**config.mk**
```make
export PLATFORM = sky130hd
export DESIGN_NAME = add_sequencer
export DESIGN_NICKNAME = d
export VERILOG_FILES = /design/src/rtl/add_sequencer_pkg.sv /design/src/rtl/add_sequencer_addition.sv /design/src/rtl/add_sequencer.sv
export SDC_FILE = /design/constraint.sdc
export NUM_CORES = 1
export LEC_CHECK = 0
export CAP_MARGIN = 15
export CELL_PAD_IN_SITES_DETAIL_PLACEMENT = 0
export CELL_PAD_IN_SITES_GLOBAL_PLACEMENT = 1
export CORE_ASPECT_RATIO = 0.75
export CORE_MARGIN = 8
export CORE_UTILIZATION = 41
export CTS_CLUSTER_DIAMETER = 100
export DETAILED_ROUTE_END_ITERATION = 10
export PLACE_DENSITY = 0.84
export SYNTH_ARGS = -nofsm -noshare
export SYNTH_HDL_FRONTEND = slang
export SYNTH_SLANG_ARGS = --single-unit
```
**constraint.sdc**
```tcl
create_clock -name clk -period 4.4 [get_ports clk]
set_input_delay 1.1 -clock clk [delete_from_list [all_inputs] [get_ports clk]]
set_output_delay 1.1 -clock clk [all_outputs]
set_load 0.005 [all_outputs]
```
**src/rtl/add_sequencer_pkg.sv**
```systemverilog
// Shared ALU definitions: slice width, sequencer state encoding and slice-count helper.
package add_sequencer_pkg;

  localparam int unsigned SLICE_W = 4;

  typedef enum logic [1:0] {
    ST_IDLE = 2'd0,
    ST_RUN  = 2'd1,
    ST_DONE = 2'd2
  } state_e;

  function automatic int unsigned calc_nslice(input int unsigned width);
    return width / SLICE_W;
  endfunction

endpackage

```
**src/rtl/add_sequencer_addition.sv**
```systemverilog
// 4-bit ripple-carry adder slice; purely combinational.
module add_sequencer_addition
  import add_sequencer_pkg::*;
(
  input  logic [SLICE_W-1:0] a,
  input  logic [SLICE_W-1:0] b,
  input  logic               carry_in,
  output logic [SLICE_W-1:0] sum_c,
  output logic               carry_out_c
);

  logic [SLICE_W:0] carry;

  always_comb begin
    carry    = '0;
    sum_c    = '0;
    carry[0] = carry_in;
    for (int i = 0; i < int'(SLICE_W); i++) begin
      sum_c[i]     = a[i] ^ b[i] ^ carry[i];
      carry[i + 1] = (a[i] & b[i]) | (carry[i] & (a[i] ^ b[i]));
    end
    carry_out_c = carry[SLICE_W];
  end

endmodule

```
**src/rtl/add_sequencer.sv**
```systemverilog
// Multi-cycle WIDTH-bit adder: time-shares one 4-bit slice, LSB slice first,
// chaining the carry through a register between cycles.
module add_sequencer
  import add_sequencer_pkg::*;
#(
  parameter int unsigned WIDTH = 16
) (
  input  logic             clk,
  input  logic             rst_n,
  input  logic             start,
  input  logic [WIDTH-1:0] A,
  input  logic [WIDTH-1:0] B,
  input  logic             carry_in,
  output logic             ready,
  output logic             busy,
  output logic             done,
  output logic [WIDTH-1:0] Sum,
  output logic             carry_out,
  output logic             overflow
);

  localparam int unsigned NSLICE = calc_nslice(WIDTH);
  localparam int unsigned CNT_W  = (NSLICE > 1) ? $clog2(NSLICE) : 1;
  localparam logic [CNT_W-1:0] LAST_SLICE = CNT_W'(NSLICE - 1);

  state_e           state_q, state_d;
  logic [CNT_W-1:0] cnt_q, cnt_d;
  logic [WIDTH-1:0] a_q, a_d, b_q, b_d;
  logic             carry_q, carry_d;
  logic [WIDTH-1:0] sum_d;
  logic             carry_out_d, overflow_d;
  logic             ready_d, busy_d, done_d;

  int unsigned      slice_lsb_c;
  logic [SLICE_W-1:0] slice_a_c, slice_b_c, slice_sum_c;
  logic             slice_co_c;
  logic [WIDTH-1:0] sum_merge_c;

  // Operand slice selection and merge of the slice result into Sum
  always_comb begin
    slice_lsb_c = SLICE_W * 32'(cnt_q);
    slice_a_c   = SLICE_W'(a_q >> slice_lsb_c);
    slice_b_c   = SLICE_W'(b_q >> slice_lsb_c);
    sum_merge_c = (Sum & ~(WIDTH'({SLICE_W{1'b1}}) << slice_lsb_c))
                | (WIDTH'(slice_sum_c) << slice_lsb_c);
  end

  add_sequencer_addition u_addition (
    .a           (slice_a_c),
    .b           (slice_b_c),
    .carry_in    (carry_q),
    .sum_c       (slice_sum_c),
    .carry_out_c (slice_co_c)
  );

  // Next-state and registered-output logic
  always_comb begin
    state_d     = state_q;
    cnt_d       = cnt_q;
    a_d         = a_q;
    b_d         = b_q;
    carry_d     = carry_q;
    sum_d       = Sum;
    carry_out_d = carry_out;
    overflow_d  = overflow;
    ready_d     = 1'b0;
    busy_d      = 1'b0;
    done_d      = 1'b0;

    case (state_q)
      ST_IDLE: begin
        if (start) begin
          a_d     = A;
          b_d     = B;
          carry_d = carry_in;
          cnt_d   = '0;
          state_d = ST_RUN;
        end
      end
      ST_RUN: begin
        sum_d   = sum_merge_c;
        carry_d = slice_co_c;
        if (cnt_q == LAST_SLICE) begin
          carry_out_d = slice_co_c;
          overflow_d  = (a_q[WIDTH-1] == b_q[WIDTH-1])
                     && (sum_merge_c[WIDTH-1] != a_q[WIDTH-1]);
          cnt_d       = '0;
          state_d     = ST_DONE;
        end else begin
          cnt_d = cnt_q + CNT_W'(1);
        end
      end
      ST_DONE: state_d = ST_IDLE;
      default: state_d = ST_IDLE;
    endcase

    ready_d = (state_d == ST_IDLE);
    busy_d  = (state_d == ST_RUN);
    done_d  = (state_d == ST_DONE);
  end

  always_ff @(posedge clk or negedge rst_n) begin
    if (!rst_n) begin
      state_q   <= ST_IDLE;
      cnt_q     <= '0;
      a_q       <= '0;
      b_q       <= '0;
      carry_q   <= 1'b0;
      Sum       <= '0;
      carry_out <= 1'b0;
      overflow  <= 1'b0;
      ready     <= 1'b1;
      busy      <= 1'b0;
      done      <= 1'b0;
    end else begin
      state_q   <= state_d;
      cnt_q     <= cnt_d;
      a_q       <= a_d;
      b_q       <= b_d;
      carry_q   <= carry_d;
      Sum       <= sum_d;
      carry_out <= carry_out_d;
      overflow  <= overflow_d;
      ready     <= ready_d;
      busy      <= busy_d;
      done      <= done_d;
    end
  end

endmodule

```
==> results.ini, run 1 <==
[sta]
slew_headroom_pct = 57.4
finalMaxSlewViolations = 0
finalSetupTns_ns = 0
rsz0062_at_grt = no
post-route-worst-setup-slack_ns = 0.999
final_hold_viol_count = 0
achievable-frequency_mhz = 294
max_slew.worst_pin.slew_ns = 0.639
final_min_period_over_clock_period_pct = 77.3
period_needed_ns = 3.40
report.final.setup_viol = 0
fin_skew_ns = 0.00701

[setup_path]
ff2ff_setup_slack_ns = 1.0
max_stage_delay_ns = 0.62
timing.critical_path.cells = buf_4, mux4_2, fa_1, inv_1, fa_1, inv_1, fa_1, nand3_1, or3_1, a31oi_1
worstSetupPathType = reg -> reg
critical_path_required_ns = 4.65
worst_ep_arrival_time_ns = 3.65
worst_r2r_endpoint = overflow
worstReg2RegStart = cnt_q[0]
critPathCaptureType = register
reg2reg_path_depth = 10
timing.critical_path.mode_cell = fa_1
cp_slowest_cell = dfrtp_1
timing.critical_path.from_type = register
path_max_fanout = 12

[synthesis]
synth_nets = 217
post_synth_cell_types = 30
ys_seq_area_share_pct = 56.6
ys_warn_count = 0
post_synth_instance_area_um2 = 2570
synth_seq_cells = 58
avg_cell_area_syn_um2 = 14.8
async_flop_share_pct = 100
synth_enable_flop_cells = 0
ys_dominant_reg_cell = dfrtp_1
mapped_cells = 173

[layout]
antennaDiodeCount = 0
drive_gt1_share_pct = 25.7
area_growth_syn_to_layout_pct = 32.3
fill_cell_total_of_the_finished_layout = 536
fin_cells = 322
num-nets-final = 280

[die]
floorplan.io_pins = 57
die_height_um = 84.5
coreArea_um2 = 6190
initial_utilization_pct = 41.5
design.die.area_um2 = 9080
die_x_um = 107
num_rows = 25

[place]
post-dp-hpwl_um = 4170
gp_congestion = 0.723
io_buffers = 56
placement.setup.worst_slack_ns = 0.995
placedCellCount = 306

[clock_tree]
max-clock-path-buffers = 2
root_buffer_cell = clkbuf_8
tritoncts_num_sinks = 58
cts.reportedPaths.clkPinSlew_ns = 0.06
cts_htree_levels = 3
cts_tree = built
post_cts.resized_instances = 0
post-cts-setup-buffers = 0
worst_skew_pair_latency_ns = 0.33
cts-buffers-inserted = 9
postCtsHoldBufs = 0

[min_path]
hold_path.startpoint = Sum[5]
worstHoldEndpoint = Sum[5]
hp-class = reg -> reg
min_delay_path_depth = 1

[power]
pwr-share-seq_pct = 35.1
pwr-share-comb_pct = 47.5
power_frac_clock_pct = 17.4
internal_power_mw = 1.83
power.switching_mw = 0.993
p_sw_share_pct = 35.1
power.density_nw_per_um2 = 833
vdd_drop_max_mv = 0.334
power.leakage_nw = 1.45

[routing]
vias_per_cell = 5.16
drt_first_iter_violations = 49
wl_per_cell_um = 17.2
via_count_of_the_routed_design = 1663
detail_route.first_pass.iterations = 4
drc = 0
postRouteWirelength_um = 5540
postRouteAntennaNets = 0

[global_route]
first_global_vias = 1843
grt_use_total_pct = 13.2
global_route.overflow_total = 0
grt_max_degree = 35
antenna_found_initial = 0
global_route_wire_length_before_repair_um = 9400

[run_status]
outcome = completed

[run]
max_cap_violations = 0

[layout make-up]
type	instances	area, µm²	share of cell area [%]
Multi-Input combinational cell	95	1010	29.7
Clock buffer	11	151	4.46
Timing Repair Buffer	60	586	17.2
Inverter	12	45.0	1.33
Tap cell	81	101	2.98
Clock inverter	5	52.6	1.55
Sequential cell	58	1450	42.8
[power by group through the flow]
stage | combinational, mW | clock [mW] | sequential, mW
6_report | 1.34 | 0.491 | 0.992
4_1_cts | 1.36 | 0.502 | 0.999
2_1_floorplan | 0.912 | 0 | 0.933
5_1_grt | 1.48 | 0.529 | 1.03
3_5_place_dp | 1.35 | 0 | 1.01
3_3_place_gp | 1.32 | 0 | 0.999
[through the flow]
step	cell area (µm²)	hold slack (ns)	power (mW)	util, %
2_1_floorplan	2570	0.453	1.85	-
3_3_place_gp	3190	0.484	2.32	51.5
3_5_place_dp	3190	0.482	2.36	51.5
4_1_cts	3400	0.497	2.86	54.8
5_1_grt	3400	0.508	3.04	54.8
6_report	3400	0.495	2.83	54.8
[cells in the mapped netlist, types with 2 or more instances]
cell type	count	area share (%)
a22o_1	7	2.4
a32o_1	8	3.1
buf_2	2	0.39
buf_4	2	0.58
buf_6	3	1.3
dfrtp_1	57	56
fa_1	4	3.1
ha_1	4	1.9
inv_1	12	1.8
mux2_1	2	0.88
mux2_2	31	14
mux4_2	8	7.0
nand2_1	8	1.2
nand3_1	2	0.39
nor2_1	5	0.73
o21bai_1	3	0.88
o2bb2ai_1	2	0.68
[worst max-delay path, delay by kind of cell (launching register included)]
family                     cells  cell delay [ns]
AOI/OAI and AO/OA              1             0.15
adders and majority gates      3             1.20
buffers and inverters          3             0.40
DFF                            1             0.62
muxes                          1             0.53
and+or+nand+nor                2             0.43
[layer usage]
layer | GRT usage, % | share of wire (%)
met1 | 18.1 | 47
met2 | 18.6 | 44
met4 | 3.77 | 1.0
met5 | 0 | 0
met3 | 5.59 | 7.7
[registers in the layout, summed over array words and instances (netlist names)]
signal / flops
Sum: 16
a_q: 16
b_q: 16
cnt_q: 2
state_q: 2
busy: 1
carry_out: 1
carry_q: 1
done: 1
overflow: 1
ready: 1
[cells by family (layout without fill, tap and decap cells)]
logic type / count (synthesis) / count (layout) / synth area share, %
adders and majority gates: 8 / 8 / 5.07
AOI/OAI and AO/OA: 26 / 26 / 8.58
buffers and inverters: 20 / 88 / 4.19
and+or+nand+nor: 20 / 20 / 4.09
DFF: 58 / 58 / 56.6
muxes: 41 / 41 / 21.5
[placed cells by master (no fill, tap or decap), drive strengths merged, types with 2 or more instances in the layout]
cell type / n
mux4: 8
inv: 12
nor2: 5
clkinv: 3
dfrtp: 57
clkbuf: 11
a32o: 8
a22o: 7
buf: 5
nand2: 8
clkdlybuf4s50: 55
ha: 4
o2bb2ai: 2
nand3: 2
fa: 4
mux2: 33
o21bai: 3
[worst max-delay path by stage]
stage,from,to,slack [ns],depth (start not counted)
after floorplan,cnt_q[0],overflow,1.33,13
after CTS,cnt_q[0],overflow,0.96,10
after global routing,cnt_q[0],overflow,0.75,10
final,cnt_q[0],overflow,1.0,10
after detailed placement,cnt_q[0],overflow,0.99,10
after global placement,cnt_q[0],overflow,1.08,10
(Power assumes the default switching activity.)
==> run 2: changes to the inputs <==
- clock period: 4.4 -> 3.5 ns (I/O delays scaled with it)
==> results.ini, run 2 (synthesized netlist as in run 1, its figures left out) <==
[clock_tree]
cts.reportedPaths.clkPinSlew_ns = 0.06
tritoncts_num_sinks = 58
root_buffer_cell = clkbuf_8
cts_htree_levels = 3
worst_skew_pair_latency_ns = 0.33
cts_tree = built
cts-buffers-inserted = 9
max-clock-path-buffers = 2

[layout]
fin_cells = 323
area_growth_syn_to_layout_pct = 31.9
antennaDiodeCount = 0
mostFrequentLayoutCells = dfrtp_1 (56), clkdlybuf4s50_1 (55), mux2_2 (31), inv_1 (12), clkbuf_8 (9)
reg_top3 = Sum: 16 flops, a_q: 16 flops, b_q: 16 flops
num-nets-final = 281
drive_gt1_share_pct = 26.0
final_common_cell = dfrtp_1
fill_cell_total_of_the_finished_layout = 538
post-route-util_pct = 54.7

[run_status]
outcome = completed

[global_route]
global_route.overflow_total = 0
first_global_vias = 1753
global_route_wire_length_before_repair_um = 9100
grt_use_total_pct = 13.0
antenna_found_initial = 0
grt_max_degree = 35

[setup_path]
max_stage_delay_ns = 0.61
critPathCaptureType = register
cp_num_cells = 10
path_max_fanout = 14
timing.critical_path.max_delay_family = adder cells
critical_path_required_ns = 3.75
timing.critical_path.cells = buf_4, mux4_2, fa_1, inv_1, fa_1, inv_1, fa_1, nand3_1, or3_1, a31oi_1
worst_ep_arrival_time_ns = 3.47
worstSetupPathType = reg -> reg
cp_slowest_cell = fa_1
timing.critical_path.from_type = register
timing.critical_path.mode_cell = fa_1
reg2reg_path_depth = 10
cp_num_buf_inv = 3

[die]
die_x_um = 107
die_height_um = 84.5
design.die.area_um2 = 9080
coreArea_um2 = 6190
initial_utilization_pct = 41.5
num_rows = 25
floorplan.io_pins = 57

[routing]
postRouteAntennaNets = 0
via_count_of_the_routed_design = 1647
drc = 0
postRouteWirelength_um = 5580
detail_route.first_pass.iterations = 4
vias_per_cell = 5.10
wl_per_cell_um = 17.3
drt_first_iter_violations = 39

[sta]
post-route-worst-setup-slack_ns = 0.283
period_needed_ns = 3.22
report.final.setup_viol = 0
finalMaxSlewViolations = 0
max_slew.worst_pin.slew_ns = 0.728
rsz0062_at_grt = no
finalSetupTns_ns = 0
final_hold_viol_count = 0
slew_headroom_pct = 51.5
fin_skew_ns = 0.00853
final_min_period_over_clock_period_pct = 91.9
achievable-frequency_mhz = 311

[place]
io_buffers = 56
placedCellCount = 307
placement.setup.worst_slack_ns = 0.170
gp_congestion = 0.759
post-dp-hpwl_um = 4180

[min_path]
hp-class = reg -> reg
min_delay_path_depth = 1

[power]
vdd_drop_max_mv = 0.464
power.density_nw_per_um2 = 1040
report.power.total_mw = 3.53
power.leakage_nw = 1.44

[run]
max_cap_violations = 0

-- run 2: metrics by stage --
stage | area (µm²) | hold WS (ns)
2_1_floorplan | 2570 | 0.453
4_1_cts | 3380 | 0.494
3_3_place_gp | 3200 | 0.468
6_report | 3390 | 0.499
5_1_grt | 3390 | 0.508
3_5_place_dp | 3200 | 0.480
-- run 2: cell type report --
class                      count  area, µm²  area share [%]
clock buffer                  10        128            3.77
clock inverter                 6       57.6            1.70
tap                           81        101            2.99
multi-input combinational     95       1010            29.7
timing repair buffer          61        593            17.5
inverter                      12       45.0            1.33
sequential                    58       1450            42.9
-- run 2: per-layer routing --
metal	up-vias	GRT usage, %	part of all wire, %
met5	-	0	0
met4	0	3.02	0.90
met3	6	6.20	7.4
met2	56	18.9	44
met1	830	17.2	48
li1	755	-	-
-- run 2: repair_timing --
item | 4_1_cts | 5_1_grt
setup endpoints to repair | 0 | 1
setup buffers | 0 | 0
hold buffers | 0 | 0
resized for setup | 0 | 1
-- run 2: path summary, 6_finish.rpt --
kind | start | endpoint | slack (ns)
min reg2reg | a_q[13] | a_q[13] | 0.50
min in group asynchronous | rst_n | a_q[0] | 0.60
max | cnt_q[0] | overflow | 0.28
min | a_q[13] | a_q[13] | 0.50
max in group asynchronous | rst_n | ready | 2.03
max reg2reg | cnt_q[0] | overflow | 0.28
-- run 2: report_power, final --
group	total (mW)	leakage (nW)	switching, mW	internal, mW
sequential	1.24	0.693	0.226	1.02
combinational	1.71	0.653	0.775	0.931
clock	0.581	0.0958	0.258	0.323
